## src/rtl/mult_pkg.sv

```systemverilog
// Shared types and helpers for the sequential array multiplier.
// FSM state encodings and a constant clog2 for counter sizing.
package mult_pkg;

  typedef enum logic [1:0] {
    ST_IDLE = 2'd0,
    ST_RUN  = 2'd1,
    ST_DONE = 2'd2
  } state_e;

  function automatic int clog2(input int v);
    int r;
    r = 0;
    while ((1 << r) < v) r++;
    return r;
  endfunction

endpackage

```

## src/rtl/add_row.sv

```systemverilog
// One shift-add row: WIDTH-bit ripple adder of full-adder cells.
// The carry-out is kept so the accumulate step never loses a bit.
module add_row #(
  parameter int WIDTH = 4
) (
  input  logic [WIDTH-1:0] a,
  input  logic [WIDTH-1:0] b,
  output logic [WIDTH-1:0] sum,
  output logic             cout
);

  logic [WIDTH:0] c;

  assign c[0] = 1'b0;

  for (genvar i = 0; i < WIDTH; i++) begin : g_fa
    assign sum[i]  = a[i] ^ b[i] ^ c[i];
    assign c[i+1]  = (a[i] & b[i]) | (c[i] & (a[i] ^ b[i]));
  end

  assign cout = c[WIDTH];

endmodule

```

## src/rtl/seq_array_multiplier.sv

```systemverilog
// Sequential WIDTH x WIDTH shift-add multiplier, one row per clock.
// Signed mode multiplies magnitudes and negates the result at the end.
module seq_array_multiplier
  import mult_pkg::*;
#(
  parameter int WIDTH     = 4,
  parameter bit SIGNED_EN = 1'b1
) (
  input  logic               clk,
  input  logic               rst_n,
  input  logic               in_valid,
  output logic               in_ready,
  input  logic [WIDTH-1:0]   a,
  input  logic [WIDTH-1:0]   b,
  input  logic               signed_mode,
  output logic               out_valid,
  input  logic               out_ready,
  output logic [2*WIDTH-1:0] product,
  output logic               busy
);

  localparam int CW = clog2(WIDTH + 1);
  localparam logic [WIDTH-1:0]   ONE_W = 1;
  localparam logic [2*WIDTH-1:0] ONE_P = 1;

  state_e state_q, state_d;
  logic neg_q, neg_d;
  logic [WIDTH-1:0] mcand_q, mcand_d;
  logic [WIDTH-1:0] mplier_q, mplier_d;
  logic [2*WIDTH-1:0] acc_q, acc_d;
  logic [2*WIDTH-1:0] product_q, product_d;
  logic [CW-1:0] cnt_q, cnt_d;

  logic mode;
  logic [WIDTH-1:0] mag_a, mag_b;
  logic [WIDTH-1:0] addend, sum;
  logic carry;
  logic [2*WIDTH-1:0] acc_nx;

  // -2^(W-1) negates to itself, which reads correctly as unsigned
  assign mode  = signed_mode & SIGNED_EN;
  assign mag_a = (mode && a[WIDTH-1]) ? (~a + ONE_W) : a;
  assign mag_b = (mode && b[WIDTH-1]) ? (~b + ONE_W) : b;

  assign addend = mplier_q[0] ? mcand_q : '0;

  add_row #(
    .WIDTH(WIDTH)
  ) u_row (
    .a    (acc_q[2*WIDTH-1:WIDTH]),
    .b    (addend),
    .sum  (sum),
    .cout (carry)
  );

  assign acc_nx = {carry, sum, acc_q[WIDTH-1:1]};

  always_comb begin
    state_d   = state_q;
    neg_d     = neg_q;
    mcand_d   = mcand_q;
    mplier_d  = mplier_q;
    acc_d     = acc_q;
    product_d = product_q;
    cnt_d     = cnt_q;
    unique case (state_q)
      ST_IDLE: begin
        if (in_valid) begin
          mcand_d  = mag_a;
          mplier_d = mag_b;
          neg_d    = mode & (a[WIDTH-1] ^ b[WIDTH-1]);
          acc_d    = '0;
          cnt_d    = '0;
          state_d  = ST_RUN;
        end
      end
      ST_RUN: begin
        acc_d    = acc_nx;
        mplier_d = mplier_q >> 1;
        cnt_d    = cnt_q + CW'(1);
        if (cnt_q == CW'(WIDTH - 1)) begin
          state_d   = ST_DONE;
          product_d = neg_q ? (~acc_nx + ONE_P) : acc_nx;
        end
      end
      ST_DONE: begin
        if (out_ready) state_d = ST_IDLE;
      end
      default: state_d = ST_IDLE;
    endcase
  end

  always_ff @(posedge clk or negedge rst_n) begin
    if (!rst_n) begin
      state_q   <= ST_IDLE;
      neg_q     <= 1'b0;
      mcand_q   <= '0;
      mplier_q  <= '0;
      acc_q     <= '0;
      product_q <= '0;
      cnt_q     <= '0;
    end else begin
      state_q   <= state_d;
      neg_q     <= neg_d;
      mcand_q   <= mcand_d;
      mplier_q  <= mplier_d;
      acc_q     <= acc_d;
      product_q <= product_d;
      cnt_q     <= cnt_d;
    end
  end

  assign in_ready  = (state_q == ST_IDLE);
  assign out_valid = (state_q == ST_DONE);
  assign busy      = (state_q != ST_IDLE);
  assign product   = product_q;

endmodule

```

## config.mk

```make
export PLATFORM = sky130hd
export DESIGN_NAME = seq_array_multiplier
export DESIGN_NICKNAME = d
export VERILOG_FILES = /design/src/rtl/mult_pkg.sv /design/src/rtl/add_row.sv /design/src/rtl/seq_array_multiplier.sv
export SDC_FILE = /design/constraint.sdc
export NUM_CORES = 1
export LEC_CHECK = 0
export ABC_AREA = 0
export CAP_MARGIN = 20
export CORE_AREA = 2 2 62 64
export CTS_CLUSTER_SIZE = 30
export DETAILED_ROUTE_END_ITERATION = 7
export DIE_AREA = 0 0 64 66
export PLACE_DENSITY = 0.78
export SYNTH_ARGS = -nofsm -noshare
export SYNTH_HDL_FRONTEND = slang
export SYNTH_SLANG_ARGS = --single-unit
```

## constraint.sdc

```tcl
create_clock -name clk -period 7.1 [get_ports clk]
set_clock_uncertainty 0.2 [all_clocks]
set_input_delay 1.065 -clock clk [delete_from_list [all_inputs] [get_ports clk]]
set_output_delay 1.065 -clock clk [all_outputs]
set_load 0.005 [all_outputs]
```

### After elaboration in Yosys (flattened, before gate mapping)

Index checks and enable logic that the tools add are counted.

| operators by class | value |
|---|---|
| reduce and logical (&&, ||, !) cells | 9 |
| equal/unequal tests | 6 |
| mux-type cells | 14 |
| bitwise logic cells | 22 |
| $add $sub $neg | 4 |

Operators by type and width:

| kind | count |
|---|---|
| two-way mux 4 bit | 4 |
| two-way mux 8 bit | 2 |
| one-hot mux 8 bit (2 select lines) | 1 |
| adder 4 x 1 -> 4 bit (second input constant) | 2 |
| adder 8 x 1 -> 8 bit (second input constant) | 1 |
| AND 1 bit | 8 |
| inverter 4 bit | 2 |
| inverter 8 bit | 1 |
| one-hot mux 4 bit (2 select lines) | 1 |
| bitwise XOR 1 bit | 8 |
| two-way mux 2 bit | 3 |
| one-hot mux 2 bit (3 select lines) | 1 |
| one-hot mux 3 bit (2 select lines) | 1 |
| AND reduction 2 bit | 3 |
| inequality test 2 bit (second input constant) | 2 |
| nonzero test 2 bit | 2 |
| adder 3 x 1 -> 3 bit (second input constant) | 1 |
| == test 3 x 2 -> 1 bit (second input constant) | 1 |
| two-way mux 3 bit | 1 |
| bitwise OR 1 bit | 3 |
| AND reduction 3 bit | 1 |
| == test 2 x 1 -> 1 bit (second input constant) | 1 |
| == test 2 bit (second input constant) | 1 |
| logical AND 1 bit | 2 |
| 2 further kinds | 2 |

| word-level totals | value |
|---|---|
| bits in registers | 30 |
| bits of input ports | 13 |
| logic and storage cells | 62 |
| output and inout bits | 11 |

### Longest topological paths before layout

Gate-level depths: netlist of the first run.

| depth | value |
|---|---|
| depth after elaboration | 11 |
| gate-level depth with buffers | 10 |
| depth with buffers taken out | 10 |

### Modules after synthesis

A second synthesis of the first run with hierarchy kept.

| unflattened totals | value |
|---|---|
| cells, all modules | 162 |
| area total of the unflattened synthesis | 1,621.6 µm² |

By module, submodules not included:

| module | area an instance (µm²) | sequential area each (µm²) | times used | cells each |
|---|---|---|---|---|
| seq_array_multiplier | 1,511.4 | 725.7 | 1 | 148 |
| add_row | 110.1 | 0.0 | 1 | 14 |

### Worst setup path after synthesis of the first run

Ideal clock, no wire load.

| timing | value |
|---|---|
| path kind | register -> register |
| from | register mplier_q[0] |
| to | register product_q[7] (netlist: product[7]) |
| arrival | 2.405 ns |
| buffers on the path | 0 |
| slack | 4.366 ns |
| library setup time | 0.129 ns |
| required time | 6.771 ns |
| clock period less this slack | 2.734 ns |
| stages on the path, launching flop included | 11 |
| cells stage by stage | dfrtp_1 and2_1 ha_1 fa_1 inv_1 fa_1 inv_1 fa_1 nor4b_1 a2111o_1 nand3_1 |

| on the way | value |
|---|---|
| longest elaborated chain between the ends | 11 |
| elaborated cells between the ends (all ways) | 21 |
| classes of those cells | add/sub (1); mux (2); bitwise (18) |

RTL lines:

| item | RTL line | text |
|---|---|---|
| from (decl) | seq_array_multiplier.sv:29 | `logic [WIDTH-1:0] mplier_q, mplier_d;` |
| from (signal assigned) | seq_array_multiplier.sv:106 | `mplier_q <= mplier_d;` |
| two-way mux 4 bit * | seq_array_multiplier.sv:45 | `assign addend = mplier_q[0] ? mcand_q : '0;` |
| AND 1 bit or bitwise XOR 1 bit (tied branches) | add_row.sv:18, add_row.sv:17 |  |
| AND 1 bit | add_row.sv:18 | `assign c[i+1] = (a[i] & b[i]) \| (c[i] & (a[i] ^ b[i]));` |
| bitwise OR 1 bit | add_row.sv:18 |  |
| AND 1 bit | add_row.sv:18 |  |
| bitwise OR 1 bit | add_row.sv:18 |  |
| AND 1 bit | add_row.sv:18 |  |
| bitwise OR 1 bit | add_row.sv:18 |  |
| inverter 8 bit | seq_array_multiplier.sv:83 | `product_d = neg_q ? (~acc_nx + ONE_P) : acc_nx;` |
| adder 8 x 1 -> 8 bit | seq_array_multiplier.sv:83 |  |
| two-way mux 8 bit * | seq_array_multiplier.sv:83 |  |
| to (signal assigned) | seq_array_multiplier.sv:108 | `product_q <= product_d;` |
| to (decl) | seq_array_multiplier.sv:31 | `logic [2*WIDTH-1:0] product_q, product_d;` |

Mark *: on every way between the ends. The rest lies on a longest branch, timed or not.
A chain may end at the register's enable or synchronous reset.

### Worst setup path after layout of the first run

| timing | value |
|---|---|
| from | register state_q[0] |
| to | output in_ready |

| on the way | value |
|---|---|
| longest elaborated chain between the ends | 1 |

RTL lines:

| item | RTL line | text |
|---|---|---|
| from (decl) | seq_array_multiplier.sv:26 | `state_e state_q, state_d;` |
| from (signal assigned) | seq_array_multiplier.sv:103 | `state_q <= state_d;` |
| logical NOT 2 bit | seq_array_multiplier.sv:113 | `assign in_ready = (state_q == ST_IDLE);` |
| to (decl) | seq_array_multiplier.sv:12 | `output logic in_ready,` |

Every way passes these cells.

==> results of run 1 <==
metal layers:
layer / up-vias / GRT usage (%) / wire (um)
li1: 594 / - / -
met1: 574 / 19.3 / 1240
met2: 43 / 27.1 / 1450
met3: 4 / 5.45 / 180
met4: 0 / 6.79 / 31
met5: - / 0 / 0
through the flow:
| step | area (um2) | cells | utilization [%] |
|---|---|---|---|
| after global routing | 1910 | 231 | 53.7 |
| final | 1910 | 231 | 53.7 |
| after detailed placement | 1840 | 223 | 51.7 |
| after floorplan | 1580 | 157 | - |
| after global placement | 1840 | 223 | 51.7 |
| after CTS | 1910 | 231 | 53.7 |
logic make-up after synthesis:
family	synth area share (%)
AO/OA/AOI/OAI	18.2
XOR/XNOR	2.77
adder cells (fa/ha/maj)	8.54
buffers and inverters	6.33
flip-flops	45.9
multiplexers	1.90
AND/OR/NAND/NOR	16.4
layout by cell type (no fill, tap or decap), types with 2 or more instances in the layout:
cell,instances
sky130_fd_sc_hd__nand3b_1,3
sky130_fd_sc_hd__dfrtp_1,29
sky130_fd_sc_hd__nand2b_1,4
sky130_fd_sc_hd__o21ai_2,3
sky130_fd_sc_hd__clkbuf_4,5
sky130_fd_sc_hd__ha_1,6
sky130_fd_sc_hd__nor2b_1,2
sky130_fd_sc_hd__a21oi_1,3
sky130_fd_sc_hd__clkdlybuf4s50_1,23
sky130_fd_sc_hd__mux2i_1,3
sky130_fd_sc_hd__a22oi_1,2
sky130_fd_sc_hd__o21ai_0,12
sky130_fd_sc_hd__nand2_1,24
sky130_fd_sc_hd__and2_1,3
sky130_fd_sc_hd__a2111o_1,2
sky130_fd_sc_hd__fa_1,3
sky130_fd_sc_hd__and3b_1,2
sky130_fd_sc_hd__o21ai_1,4
sky130_fd_sc_hd__clkbuf_8,2
sky130_fd_sc_hd__xor2_1,4
sky130_fd_sc_hd__a22o_1,6
sky130_fd_sc_hd__nand3_1,2
sky130_fd_sc_hd__inv_1,15
sequential cells by signal, indices dropped and copies added, names as in the netlist:
name,count
neg_q,1
cnt_q,3
product,8
mcand_q,4
state_q,2
mplier_q,4
acc_q,7
power breakdown:
group / switching, mW / internal [mW]
clock network: 0.0556 / 0.0573
logic: 0.162 / 0.158
registers: 0.0582 / 0.231
worst register-to-register path: cells and delay by family (launching register included):
family | cells | cell delay (ns)
AOI/OAI and AO/OA | 1 | 0.22
and+or+nand+nor | 3 | 0.65
DFF | 1 | 0.43
buffers and inverters | 2 | 0.12
adders and majority gates | 4 | 1.22
path summary, 6_finish.rpt:
kind / startpoint / end / slack (ns) / cells past startpoint
min in group asynchronous: rst_n / product[3] / 0.91 / 2
worst max register to register: mplier_q[0] / product[7] / 4.16 / 10
worst min-delay path: mcand_q[3] / mcand_q[3] / 0.28 / 2
worst min register to register: mcand_q[3] / mcand_q[3] / 0.28 / 2
max in group asynchronous: rst_n / mcand_q[3] / 5.51 / 2
worst max-delay path: state_q[0] / in_ready / 4.15 / 3
area by class of cell:
cell class	count	area (um2)	share of cell area, %
inverter	15	56.3	2.95
multi-input combinational	107	756	39.7
tap	48	60.1	3.15
timing repair buffer	24	238	12.5
clock buffer	7	65.1	3.41
clock inverter	1	5.00	0.263
sequential	29	726	38.1
==> impl_metrics.ini, run 1 <==
[status]
run_status = finished, final reports clean

[critical_path]
critical_path.max_stage_delay_ns = 0.50
path_class = reg -> out
setup.worst_path.start_class = flop
cp_data_arrival_time_ns = 1.69
worst_setup_path_end_kind = primary output
critPathBufInv = 2
cp_slowest_cell = sky130_fd_sc_hd__dfrtp_1
critical-path-top-delay-family = buffers and inverters
critical_path.cell_chain = or2_2 > inv_1 > clkdlybuf4s50_1
crit_fanout = 12
timing.critical_path.required_ns = 5.83

[routing]
detail_route.wirelength_um = 2900
route.detailed.wl_per_inst_um = 12.6
drtIter0Drc = 59
firstDrtPassIters = 4
drt-vias-per-instance = 5.26
detail_route.drc_violations = 0
route.vias.total = 1215
antenna_violating_nets_post_route = 0

[timing]
max_freq_mhz = 339
final-max-slew-violation-count = 0
period_needed_ns = 2.95
grt_setup_unrepaired = no
final_hold_viol_count = 0
timing.final.crit_share_pct = 41.6
max_slew.worst_pin.slew_ns = 0.930
timing.slew.headroom_pct = 37.8
final_setup_violation_count = 0
final.hold.worst_slack_ns = 0.282
tns_ns = 0
setup_slack_ns = 4.15

[clock_network]
post_cts.repair.setup_buffers = 0
max_buffers_root_to_sink = 2
postCtsHoldBufs = 0
cts_buffers = 5
postCtsResizedCells = 0
cts.root.buffer_cell = sky130_fd_sc_hd__clkbuf_4
clock_tree.htree_level_count = 2
cts_tree = done
clk_pin_slew_ns = 0.09
cts.sinks = 29
clock_latency_ns = 0.32

[grt]
first_global_vias = 1203
grt_max_degree = 30
grtUsageTotal_pct = 16.3
globalRouteOverflowTotal = 0
grt_pass1_wl_um = 5260
grt_antenna_before_repair = 0

[layout]
num_antenna_cells = 0
final_layout_size_suffix_gt1_share_pct = 8.20
layout.nets = 204
flow.area_growth_from_synthesis_pct = 20.5
num-fill-cells = 333

[synth]
mappedNetlistNets = 179
most_frequent_cells_after_synthesis = sky130_fd_sc_hd__dfrtp_1, sky130_fd_sc_hd__nand2_1, sky130_fd_sc_hd__inv_1
ys_seq_area_share_pct = 45.9
postSynth.asyncResetShare_pct = 100
yosysTopAreaCell = sky130_fd_sc_hd__dfrtp_1
synth.distinct_cells = 44
post_synth_main_area_contributors = sky130_fd_sc_hd__dfrtp_1, sky130_fd_sc_hd__nand2_1, sky130_fd_sc_hd__ha_1
netlist_instances = 157
yosysWarningCount = 0
yosys_most_used_dff = sky130_fd_sc_hd__dfrtp_1
synth_seq_cells = 29
syn-cell-area_um2 = 1580
synth_edf_count = 0
post_synth.cell_area_avg_um2 = 10.1
most_frequent_cell_after_synthesis = sky130_fd_sc_hd__dfrtp_1
synth_top_area_share_pct = 45.9

[die]
core_area_um2 = 3550
std_cell_rows = 22
floorplan.die.height_um = 66
die_w_um = 64
io_pins = 24
die-area_um2 = 4220
starting_density_pct = 44.5

[pwr]
post-layout-total-power_uw = 722
power.ir.vdd_worst_mv = 0.127
static-leakage-power_nw = 0.870
cellPowerDensity_nw_per_um2 = 379

[placement]
post-dp-hpwl_um = 2200
post-place-ws_ns = 4.19
gp_congestion = 0.898
port_buffers = 23

[min_path]
worst_min_delay_path_class = reg -> reg

[run]
cap_viol_max_count = 0
No activity file was read; power rests on OpenSTA's default activity.
==> run 2: changes to the inputs <==
Settings changed: PLACE_DENSITY 0.78 to 0.81.
Clock period 7.1 ns to 2.4 ns, I/O delays scaled along.
==> impl_metrics.ini, run 2 (synthesis results as in run 1) <==
[placement]
post-dp-hpwl_um = 2220
placed_area_um2 = 1890
port_buffers = 23
gp_congestion = 0.811

[layout]
layout.cells.most_common_list = sky130_fd_sc_hd__dfrtp_1, sky130_fd_sc_hd__nand2_1, sky130_fd_sc_hd__clkdlybuf4s50_1
layout.nets = 209
finalInstanceArea_um2 = 2010
num_antenna_cells = 0
mostFrequentLayoutCell = sky130_fd_sc_hd__dfrtp_1
num-fill-cells = 318
largest_reg_flops = 8
final_layout_size_suffix_gt1_share_pct = 15.4
finalCoreUtilization_pct = 56.5
seq_area_um2 = 726
flow.area_growth_from_synthesis_pct = 26.9
combined_area_of_the_multi_input_logic_cells_um2 = 801

[critical_path]
cp_data_arrival_time_ns = 2.72
reg2reg_depth = 10
worst_setup_path_end_kind = flop
minimum_setup_slack_among_reg_to_reg_paths_ns = -0.25
crit_fanout = 2
reg2reg_from = mplier_q[0]
setup.worst_path.start_class = flop
r2r_end = product[7]
path_class = reg -> reg
timing.critical_path.required_ns = 2.47

[grt]
first_global_vias = 1136
grt.met1_usage_pct = 19.1
grt_pass1_wl_um = 5060
busiest_layer = met2
grtUsageTotal_pct = 16.0
met3_usage_pct = 5.11
grt_max_degree = 30
grt_antenna_before_repair = 0
grtUsageMet2_pct = 26.3
globalRouteOverflowTotal = 0

[timing]
grt_setup_unrepaired = yes
timing.slew.headroom_pct = 34.7
tns_ns = -0.485
final_setup_violation_count = 3
period_needed_ns = 2.65
final.hold.worst_slack_ns = 0.209
final_hold_viol_count = 0
timing.final.crit_share_pct = 111
final-max-slew-violation-count = 0
max_slew.worst_pin.slew_ns = 0.977
max_freq_mhz = 377
setup_slack_ns = -0.255

[routing]
route.vias.total = 1212
antenna_violating_nets_post_route = 0
drt-vias-per-instance = 5.14
drtIter0Drc = 28
route.detailed.wl_per_inst_um = 12.5
detail_route.drc_violations = 0
firstDrtPassIters = 4
detail_route.wirelength_um = 2950

[status]
run_status = finished, violations left
violations = negative setup slack

[min_path]
worst_min_delay_path_class = in -> async

[die]
core_area_um2 = 3550
starting_density_pct = 44.5
die_w_um = 64
std_cell_rows = 22
die-area_um2 = 4220
floorplan.die.height_um = 66
io_pins = 24

[pwr]
cellPowerDensity_nw_per_um2 = 1170
power.ir.vdd_worst_mv = 0.390
static-leakage-power_nw = 0.913

[clock_network]
clock_latency_ns = 0.33
cts_buffers = 5
clock_tree.htree_level_count = 2
cts.sinks = 29
clk_pin_slew_ns = 0.09
cts_tree = done
max_buffers_root_to_sink = 2
cts.root.buffer_cell = sky130_fd_sc_hd__clkbuf_4
postCtsHoldBufs = 0

[run]
cap_viol_max_count = 0
## run 2: changes by cell type in the layout (fill, tap and decap cells not counted), moves of 2 or more
| cell | previous run | this run |
|---|---|---|
| sky130_fd_sc_hd__fa_2 | 0 | 3 |
| sky130_fd_sc_hd__and2_1 | 3 | 1 |
| sky130_fd_sc_hd__inv_2 | 0 | 2 |
| sky130_fd_sc_hd__fa_1 | 3 | 0 |
| sky130_fd_sc_hd__inv_1 | 15 | 13 |
| sky130_fd_sc_hd__buf_4 | 1 | 5 |
| sky130_fd_sc_hd__and2_4 | 0 | 2 |
## run 2: worst max-delay path, stage by stage, from the launching register on
cell	delay, ns
sky130_fd_sc_hd__dfrtp_1	0.38
sky130_fd_sc_hd__and2_4	0.16
sky130_fd_sc_hd__ha_4	0.15
sky130_fd_sc_hd__fa_2	0.33
sky130_fd_sc_hd__inv_2	0.06
sky130_fd_sc_hd__fa_2	0.18
sky130_fd_sc_hd__inv_2	0.04
sky130_fd_sc_hd__fa_2	0.58
sky130_fd_sc_hd__nor4b_4	0.06
sky130_fd_sc_hd__a2111o_1	0.37
sky130_fd_sc_hd__nand3_2	0.07
## run 2: metal layers
| metal | wire length (um) | up-vias |
|---|---|---|
| met3 | 129 | 4 |
| met1 | 1300 | 569 |
| met2 | 1470 | 34 |
| met5 | 0 | - |
| li1 | - | 605 |
| met4 | 48 | 0 |
## run 2: worst max path at each step
stage	from	endpoint	cells past startpoint
6_report	mplier_q[0]	product[7]	10
5_1_grt	mplier_q[0]	product[7]	10
4_1_cts	mplier_q[0]	product[7]	10
3_5_place_dp	mplier_q[0]	product[7]	10
3_3_place_gp	mplier_q[0]	product[7]	10
2_1_floorplan	mplier_q[0]	product[7]	10
## run 2: cell type report
class	count	area share, %
timing repair buffer	29	13.9
inverter	15	2.81
clock inverter	1	1.50
sequential	29	36.2
clock buffer	7	2.74
multi-input combinational	107	39.9
tap	48	2.99
## run 2: metrics by stage
step                      total power [mW]  worst slack [ns]  cells
after floorplan                       1.52            -0.255    157
after global placement                1.84            -0.222    228
after detailed placement              1.88            -0.351    228
after CTS                             2.32            -0.280    236
after global routing                  2.54            -0.328    236
final                                 2.35            -0.255    236
## run 2: timing repair
item                                    in CTS  in global routing
endpoints found under the setup margin       4                  4
pin swaps                                    3                  2
gates resized for setup                      4                  5
setup buffers                                0                  1
endpoints found under the hold margin        0                  0
## run 2: report_power, final
group          leakage [nW]  internal [mW]  total (mW)  switching [mW]
logic                 0.487          0.569        1.08           0.508
registers             0.380          0.684       0.861           0.177
clock network        0.0455          0.249       0.412           0.164
total                 0.913           1.50        2.35           0.849
==> run 3: changes to the inputs <==
Settings changed: CTS_CLUSTER_SIZE 30 to 24, RECOVER_POWER set to 25.
==> impl_metrics.ini, run 3 (synthesis results as in run 1) <==
[routing]
firstDrtPassIters = 4
route.vias.total = 1212
drtIter0Drc = 28
detail_route.wirelength_um = 2950
antenna_violating_nets_post_route = 0
detail_route.drc_violations = 0
route.detailed.wl_per_inst_um = 12.5
drt-vias-per-instance = 5.14

[die]
floorplan.die.height_um = 66
die_w_um = 64
core_area_um2 = 3550
std_cell_rows = 22
starting_density_pct = 44.5
die-area_um2 = 4220
io_pins = 24

[timing]
final-max-slew-violation-count = 0
timing.final.crit_share_pct = 111
final_hold_viol_count = 0
tns_ns = -0.485
max_freq_mhz = 377
final_setup_violation_count = 3
timing.slew.headroom_pct = 34.7
period_needed_ns = 2.65
grt_setup_unrepaired = yes
final.hold.worst_slack_ns = 0.281
setup_slack_ns = -0.255
max_slew.worst_pin.slew_ns = 0.977

[critical_path]
critPathMostFrequentCell = sky130_fd_sc_hd__fa_2
critical_path.cell_chain = and2_4 > ha_4 > fa_2 > inv_2 > fa_2 > inv_2 > fa_2 > nor4b_4 > a2111o_1 > nand3_2
crit_fanout = 2
setup.worst_path.start_class = flop
timing.critical_path.required_ns = 2.47
minimum_setup_slack_among_reg_to_reg_paths_ns = -0.25
cp_data_arrival_time_ns = 2.72
worst_setup_path_end_kind = flop
cp_slowest_cell = sky130_fd_sc_hd__fa_2
path_class = reg -> reg
critical_path.max_stage_delay_ns = 0.58

[clock_network]
clk_pin_slew_ns = 0.09
cts_buffers = 5
max_buffers_root_to_sink = 2
cts.sinks = 29
clock_tree.htree_level_count = 2
cts_tree = done
clock_latency_ns = 0.33
cts.root.buffer_cell = sky130_fd_sc_hd__clkbuf_4

[layout]
layout.nets = 209
flow.area_growth_from_synthesis_pct = 26.7
num-fill-cells = 319
num_antenna_cells = 0
finalInstanceArea_um2 = 2000
largest_reg_flops = 8
final_cell_count_no_fill = 236
layout.cells.most_common_list = sky130_fd_sc_hd__dfrtp_1, sky130_fd_sc_hd__nand2_1, sky130_fd_sc_hd__clkdlybuf4s50_1
final_layout_size_suffix_gt1_share_pct = 15.4
mostFrequentLayoutCell = sky130_fd_sc_hd__dfrtp_1

[placement]
gp_congestion = 0.811
inst_count_dp = 228
placed_area_um2 = 1890
port_buffers = 23
post-dp-hpwl_um = 2220

[grt]
first_global_vias = 1136
globalRouteOverflowTotal = 0
grtUsageTotal_pct = 16.0
grt_antenna_before_repair = 0
grt_pass1_wl_um = 5060
grt_max_degree = 30

[pwr]
static-leakage-power_nw = 0.912
cellPowerDensity_nw_per_um2 = 1170
post-layout-total-power_mw = 2.35
power.ir.vdd_worst_mv = 0.390

[status]
violations = negative setup slack
run_status = finished, violations left

[min_path]
worst_min_delay_path_class = reg -> reg

[run]
cap_viol_max_count = 0
==> run 3: through the flow <==
stage                     setup WS [ns]  util (%)
after CTS                        -0.280      56.0
after detailed placement         -0.351      53.1
after floorplan                  -0.255         -
final                            -0.255      56.4
after global routing             -0.328      56.4
after global placement           -0.222      53.1
==> run 3: metal layers <==
metal | GRT usage, % | up-vias | share of wire (%)
li1 | - | 605 | -
met2 | 26.3 | 34 | 50
met1 | 19.1 | 569 | 44
met3 | 5.11 | 4 | 4.5
met4 | 7.34 | 0 | 1.6
met5 | 0 | - | 0
==> run 3: cell type report <==
cell class,instances,area [um2],share of cell area [%]
well taps,48,60.1,3.00
clock inverters,1,30.0,1.50
multi-input cells,107,801,40.0
inverters,15,56.3,2.81
clock buffers,7,55.1,2.75
flip-flops and latches,29,726,36.2
repair buffers,29,277,13.8
==> run 3: path summary, 6_finish.rpt <==
check,depth (start not counted),to,start
max,10,product[7],mplier_q[0]
min,2,product[2],product[2]
max reg2reg,10,product[7],mplier_q[0]
min reg2reg,2,product[2],product[2]
max in group asynchronous,2,mcand_q[2],rst_n
min in group asynchronous,2,product[0],rst_n
==> run 3: report_power, final <==
part           switching [mW]  internal, mW
clock network           0.164         0.249
registers               0.177         0.684
logic                   0.508         0.568
total                   0.849          1.50
==> run 3: critical path: cells and delay by family, from the launching register on <==
kind / cells / cell delay (ns)
buffers and inverters: 2 / 0.10
flip-flops: 1 / 0.38
adder cells (fa/ha/maj): 4 / 1.24
AND/OR/NAND/NOR: 3 / 0.29
AO/OA/AOI/OAI: 1 / 0.37
==> run 3: what timing repair did <==
action / in CTS / in global routing
hold buffers: 0 / 0
resized for setup: 4 / 5
setup endpoints to repair: 4 / 4
pin swaps: 3 / 2
setup buffers: 0 / 1
hold endpoints to repair: 0 / 0
